===== src/rtl/mastermind_ctrl.sv =====
// Mastermind game controller: peg-by-peg code/guess entry from one load button,
// per-peg compare sweep, hit scoring, win/lose. Optional macro: MM_GUESS_LIMIT_EN.
module mastermind_ctrl #(
    parameter int NUM_PEGS    = 4,
    parameter int MAX_GUESSES = 10,
    parameter int IDX_W       = $clog2(NUM_PEGS),
    parameter int HIT_W       = $clog2(NUM_PEGS + 1),
    parameter int GW          = $clog2(MAX_GUESSES + 1)
) (
    input  logic                clk,
    input  logic                resetn,
    input  logic                load,
    input  logic                exact_hit,
    output logic [NUM_PEGS-1:0] load_code,
    output logic [NUM_PEGS-1:0] load_guess,
    output logic                compare,
    output logic [IDX_W-1:0]    compare_i,
    output logic                score_valid,
    output logic [HIT_W-1:0]    hit_count,
    output logic [GW-1:0]       guess_num,
    output logic                win,
    output logic                lose
);

    localparam logic [3:0] S_CODE       = 4'd0;
    localparam logic [3:0] S_CODE_WAIT  = 4'd1;
    localparam logic [3:0] S_GUESS      = 4'd2;
    localparam logic [3:0] S_GUESS_WAIT = 4'd3;
    localparam logic [3:0] S_RESULT     = 4'd4;
    localparam logic [3:0] S_SCORE      = 4'd5;
    localparam logic [3:0] S_WIN        = 4'd6;
    localparam logic [3:0] S_LOSE       = 4'd7;
    localparam logic [3:0] S_RESTART    = 4'd8;

    localparam logic [IDX_W-1:0] LAST_IDX  = IDX_W'(NUM_PEGS - 1);
    localparam logic [HIT_W-1:0] FULL_HITS = HIT_W'(NUM_PEGS);
    localparam logic [GW-1:0]    GN_SAT    = {GW{1'b1}};
    localparam logic [GW-1:0]    GN_LIMIT  = GW'(MAX_GUESSES);

    logic [3:0]       state;
    logic [IDX_W-1:0] idx;
    logic [HIT_W-1:0] acc;
    logic [HIT_W-1:0] acc_next;
    logic [GW-1:0]    gn_next;
    logic             win_q;
    logic             lose_q;

    assign acc_next = acc + HIT_W'(exact_hit);
    assign gn_next  = (guess_num == GN_SAT) ? guess_num : guess_num + 1'b1;

    // Score, guess count and win/lose are all committed on the last sweep edge,
    // so they change together with the rise of score_valid.
    always_ff @(posedge clk or negedge resetn) begin
        if (!resetn) begin
            state     <= S_CODE;
            idx       <= '0;
            acc       <= '0;
            hit_count <= '0;
            guess_num <= '0;
            win_q     <= 1'b0;
            lose_q    <= 1'b0;
        end else begin
            // NOTE: non-blocking assignments keep every register sampling the
            // pre-edge values, independent of statement order in this block.
            case (state)
                S_CODE: if (load) state <= S_CODE_WAIT;
                S_CODE_WAIT: begin
                    if (!load) begin
                        if (idx == LAST_IDX) begin
                            idx   <= '0;
                            state <= S_GUESS;
                        end else begin
                            idx   <= idx + 1'b1;
                            state <= S_CODE;
                        end
                    end
                end
                S_GUESS: if (load) state <= S_GUESS_WAIT;
                S_GUESS_WAIT: begin
                    if (!load) begin
                        if (idx == LAST_IDX) begin
                            idx   <= '0;
                            acc   <= '0;
                            state <= S_RESULT;
                        end else begin
                            idx   <= idx + 1'b1;
                            state <= S_GUESS;
                        end
                    end
                end
                S_RESULT: begin
                    acc <= acc_next;
                    if (idx == LAST_IDX) begin
                        idx       <= '0;
                        hit_count <= acc_next;
                        guess_num <= gn_next;
                        win_q     <= (acc_next == FULL_HITS);
`ifdef MM_GUESS_LIMIT_EN
                        lose_q    <= (acc_next != FULL_HITS) && (gn_next == GN_LIMIT);
`else
                        lose_q    <= 1'b0;
`endif
                        state     <= S_SCORE;
                    end else begin
                        idx <= idx + 1'b1;
                    end
                end
                S_SCORE: begin
                    if (win_q)       state <= S_WIN;
                    else if (lose_q) state <= S_LOSE;
                    else             state <= S_GUESS;
                end
                S_WIN, S_LOSE: begin
                    if (load) begin
                        win_q  <= 1'b0;
                        lose_q <= 1'b0;
                        state  <= S_RESTART;
                    end
                end
                S_RESTART: begin
                    if (!load) begin
                        idx       <= '0;
                        hit_count <= '0;
                        guess_num <= '0;
                        state     <= S_CODE;
                    end
                end
                default: state <= S_CODE;
            endcase
        end
    end

    always_comb begin
        // NOTE: every output gets a default before the decode so no latch is inferred.
        load_code  = '0;
        load_guess = '0;
        if (state == S_CODE)  load_code[idx]  = 1'b1;
        if (state == S_GUESS) load_guess[idx] = 1'b1;
    end

    assign compare     = (state == S_RESULT);
    assign compare_i   = compare ? idx : '0;
    assign score_valid = (state == S_SCORE);
    assign win         = win_q;
`ifdef MM_GUESS_LIMIT_EN
    assign lose        = lose_q;
`else
    assign lose        = 1'b0;
`endif

endmodule

===== config.mk =====
export PLATFORM = sky130hd
export DESIGN_NAME = mastermind_ctrl
export DESIGN_NICKNAME = d
export VERILOG_FILES = /design/src/rtl/mastermind_ctrl.sv
export SDC_FILE = /design/constraint.sdc
export NUM_CORES = 1
export LEC_CHECK = 0
export ABC_CLOCK_PERIOD_IN_PS = 3600
export CAP_MARGIN = 20
export CORE_MARGIN = 5
export CORE_UTILIZATION = 53
export DETAILED_ROUTE_END_ITERATION = 8
export PLACE_DENSITY = 0.8
export SYNTH_ARGS = -nofsm -noshare
export SYNTH_HDL_FRONTEND = slang
export SYNTH_SLANG_ARGS = --single-unit

===== constraint.sdc =====
create_clock -name clk -period 3.6 [get_ports clk]
set_input_delay 0.9 -clock clk [delete_from_list [all_inputs] [get_ports clk]]
set_output_delay 0.9 -clock clk [all_outputs]
set_load 0.01 [all_outputs]

; ---- Word level (Yosys, flattened, before mapping)
; Index checks and enable logic that the tools add are counted.
[op_classes]
magnitude_cmp = 2
mux = 35
addsub = 3
eq_ne = 21
reduce_logical = 14
[op_table]
columns = op, count
row1 = $mux 4, 11
row2 = $pmux 4 s8, 1
row3 = $mux 3, 7
row4 = $ne 2x2->1 const B, 9
row5 = $eq 4x3->1 const B, 4
row6 = $pmux 3 s2, 2
row7 = $reduce_and 3->1, 4
row8 = $mux 2, 5
row9 = $eq 4x2->1 const B, 2
row10 = $eq 4x4->1 const B, 2
row11 = $pmux 4 s2, 1
row12 = $reduce_and 7->1, 1
row13 = $pmux 2 s3, 1
row14 = $reduce_bool 2->1, 3
row15 = $add 4x1->4 const B, 1
row16 = $eq 4x1->1 const B, 1
row17 = $logic_not 4->1, 1
row18 = $mux 1, 4
row19 = $pmux 1 s2, 2
row20 = $reduce_and 4->1, 1
row21 = $reduce_or 2->1, 2
row22 = $add 3x1->3, 1
row23 = $eq 3x3->1 const B, 1
row24 = $lt 2x3->1 const B, 1
row25 = other kinds (7), 7
[word_totals]
ff_bits = 18
word_cells = 82
output_inout_bits = 21
input_bits = 4

; ---- Longest topological paths before layout
; Gate-level depths: netlist of run 1.
[logic_depth]
word_depth = 5
mapped_depth = 6
mapped_depth_nobuf = 5

; ---- Least setup slack after synthesis of run 1
; OpenSTA, ideal clock, no wires.
[synth_path]
path_type = register to output
from = reg state[2]
to = out load_guess[0]
required_ns = 2.700
slack_ns = 1.390
stages_incl_launch_ff = 5
path_buffers = 2
arrival_ns = 1.310
cell_sequence = dfrtp_1 -> buf_4 -> clkbuf_1 -> nor4b_1 -> and2_1
[synth_between]
elab_chain_cells = 2
[synth_rtl]
columns = element, line_no
row1 = from (decl), 40  ; logic [3:0] state;
row2 = from (signal assigned), 55  ; state <= S_CODE;
row3 = from (signal assigned), 66  ; S_CODE: if (load) state <= S_CODE_WAIT;
row4 = from (signal assigned), 71  ; state <= S_GUESS;
row5 = $eq 4x2->1, 138  ; if (state == S_GUESS) load_guess[idx] = 1'b1;
row6 = $mux 4, 138
row7 = to (decl), 15  ; output logic [NUM_PEGS-1:0] load_guess,
; No other way between the ends.

; ---- Final worst setup path of run 1
[layout_path]
from = reg state[3]
to = out compare
[layout_between]
elab_chain_cells = 1
[layout_rtl]
columns = element, line_no
row1 = $eq 4x3->1, 141  ; assign compare = (state == S_RESULT);
row2 = to (decl), 16  ; output logic compare,
; No other way between the ends.

==> impl_metrics.yaml, run 1 <==
clocking:
  clock_latency_ns: 0.30
  cts_tree: "built"
  cts_buffers: 3
  cts.sinks: 17
  cts.repair.resized: 0
  cts_buffer_depth: 2
  clockRootBuffer: "clkbuf_4"
  htree_num_levels: 1
  path_clk_slew_ns: 0.11
  cts_setup_buffers: 0
  hold_buffers: 0
die:
  rows: 16
  start_util_pct: 56.6
  die_w_microns: 56.2
  die_h_microns: 56.2
  core-area_sq_um: 2000
  die_area_sq_um: 3160
  ios: 25
min_path:
  hp-class: "flop to flop"
grt:
  grt_pass1_wl_microns: 4160
  antenna_found_initial: 0
  grt_pass1_vias: 904
  grt-ovfl-total: 0
  grt_start_max_net_pins: 18
  grtUsageTotal_pct: 16.3
routing:
  route.met2.wl_microns: 1150
  viasPerCell: 5.83
  antenna_left: 0
  first_pass_iters: 4
  drtIter0Drc: 30
  dr_total_vias: 979
  highest_layer: "met4"
  met1Wirelength_microns: 1100
  wl_per_cell_microns: 14.6
  met3_length_microns: 170
  drt_wl_total_microns: 2450
  drc: 0
finish:
  layout.nets: 153
  multi_input_area_sq_um: 634
  antenna_cells: 0
  stdcell_count: 168
  final_area_sq_um: 1390
  regArea_sq_um: 425
  utilization_pct: 69.3
  nFillCells: 158
  drive_gt1_share_pct: 8.51
  area_delta_synth_final_pct: 22.5
power_and_ir_drop:
  p_per_area_nw_per_um2: 612
  ir_worst_vdd_uv: 405
  p_leak_nw: 0.579
  p_total_w: 0.000849
timing:
  slew_violations: 0
  setup_violations: 0
  finClkSkew_ns: 0.00998
  period_needed_ns: 3.30
  fmax_mhz: 303
  setup_tns_ns: 0
  worstMarginPinSlew_ns: 0.779
  hold_violations: 0
  rsz0062_at_grt: "false"
  max_slew_margin_pct: 47.9
  period_share_pct: 91.8
synth:
  syn_inst: 123
  avgSynthCellArea_sq_um: 9.21
  ys_seq_area_share_pct: 37.6
  yosysUniqueCellTypes: 41
  yosys_register_bits: 17
  ys.flop_type: "dfrtp_1"
  synth_edf_count: 0
  ys_async_sr_fraction_pct: 100
  ys_warn_count: 0
  netlist_area_sq_um: 1130
  syn_nets: 134
status:
  status: "finished clean"
setup_path:
  cp_slowest_cell: "or4b_1"
  startpoint_type: "flop"
  critPathKind: "flop to output pin"
  arrival_ns: 2.40
  required_ns: 2.70
  path_delay_family: "buffers and inverters"
  cp.buffers_inverters: 2
  critPathCaptureType: "output pin"
  cp_cell_sequence: "or4b_1 -> inv_1 -> clkdlybuf4s50_1"
  crit_fanout: 16
  max_stage_delay_ns: 0.75
placed_design:
  routabilityCongestion: 0.895
  dp_hpwl_microns: 1790
  io_buffers: 23
  post_dp_cell_area_sq_um: 1360
  dp_cells: 164
job:
  drv_cap: 0
-- logic make-up after synthesis --
logic type      share of synthesized area [%]
compound gates                           15.7
simple gates                             27.0
buf+inv                                  6.41
mux                                      3.76
xor+xnor                                 1.55
flops                                    37.6
fa+ha+maj                                7.73
other cells                             0.331
-- per-layer routing --
| metal | track usage [%] | vias up |
|---|---|---|
| met5 | 0 | - |
| met2 | 25.4 | 37 |
| li1 | - | 477 |
| met4 | 3.05 | 0 |
| met3 | 5.34 | 4 |
| met1 | 22.2 | 461 |
-- worst register-to-register path, cell delays in order (launching register included) --
cell     delay (ns)
dfrtp_1        0.54
or4b_1         0.75
or4_1          0.53
a21oi_1        0.17
-- stage by stage --
stage | hold WS [ns] | worst slack [ns]
final | 0.498 | 0.296
after detailed placement | 0.470 | 0.663
after CTS | 0.501 | 0.301
after global placement | 0.463 | 0.677
after floorplan | 0.516 | 1.39
after global routing | 0.557 | 0.201
-- registers in the layout, indices dropped and copies added, names as in the netlist --
name,count
guess_num,4
state,4
acc,3
hit_count,3
idx,2
win,1
-- cell usage after synthesis, types with 2 or more instances --
| master | count | area share, % |
|---|---|---|
| dfrtp_1 | 17 | 38 |
| and2_1 | 9 | 5.0 |
| clkbuf_1 | 7 | 2.3 |
| ha_1 | 7 | 7.7 |
| inv_1 | 7 | 2.3 |
| nor2_1 | 7 | 2.3 |
| a21oi_1 | 6 | 2.7 |
| nand2_1 | 5 | 1.7 |
| nand3_1 | 4 | 1.8 |
| o211ai_1 | 4 | 2.7 |
| o21ai_0 | 4 | 1.8 |
| nand3b_1 | 3 | 2.0 |
| nor3b_1 | 3 | 2.0 |
| or3b_2 | 3 | 2.3 |
| a22o_1 | 2 | 1.5 |
| a22oi_1 | 2 | 1.3 |
| a311oi_1 | 2 | 1.5 |
| buf_4 | 2 | 1.3 |
| mux2_2 | 2 | 2.0 |
| mux2i_1 | 2 | 1.8 |
| nand2b_1 | 2 | 1.1 |
| nor4_1 | 2 | 1.1 |
| or4b_1 | 2 | 1.8 |
| xnor2_1 | 2 | 1.5 |
-- final cells by class --
class / instances / area share (%)
tap: 27 / 2.43
inverter: 7 / 1.89
multi-input combinational: 89 / 45.7
sequential: 17 / 30.7
clock buffer: 3 / 1.62
clock inverter: 1 / 0.541
timing repair buffer: 24 / 17.1
-- power breakdown --
part	switching [W]	internal [W]	total (W)
combinational	0.000197	0.000214	0.000411
sequential	0.0000769	0.000255	0.000332
clock	0.0000642	0.0000424	0.000107
total	0.000338	0.000511	0.000849
-- final timing paths --
path                                   start           end  slack (ns)  cells after the start
worst max register to register      state[3]  guess_num[3]        1.54                      3
min in group asynchronous             resetn        idx[1]        1.04                      1
worst max-delay path                state[3]       compare        0.30                      3
worst min-delay path            hit_count[2]  hit_count[2]        0.50                      1
max in group asynchronous             resetn        idx[0]        2.07                      1
worst min register to register  hit_count[2]  hit_count[2]        0.50                      1
-- layout by cell type, fill, tap and decap left out, types with 2 or more instances in the layout --
| cell | n |
|---|---|
| clkdlybuf4s50_1 | 23 |
| dfrtp_1 | 17 |
| and2_1 | 9 |
| inv_1 | 7 |
| nor2_1 | 7 |
| ha_1 | 7 |
| a21oi_1 | 6 |
| nand2_1 | 5 |
| o211ai_1 | 4 |
| nand3_1 | 4 |
| o21ai_0 | 4 |
| nor3b_1 | 3 |
| nand3b_1 | 3 |
| or3b_2 | 3 |
| clkbuf_4 | 3 |
| or4b_1 | 2 |
| nand2b_1 | 2 |
| nor4_1 | 2 |
| xnor2_1 | 2 |
| a311oi_1 | 2 |
| mux2i_1 | 2 |
| mux2_2 | 2 |
| a22oi_1 | 2 |
| a22o_1 | 2 |
Power figures use the tool's default switching activity.
==> run 2: changes to the inputs <==
ABC_CLOCK_PERIOD_IN_PS = default   (was 3600)
CAP_MARGIN = default   (was 20)
==> results of run 2 <==
Final layout, timing and power as in run 1 (identical DEF).
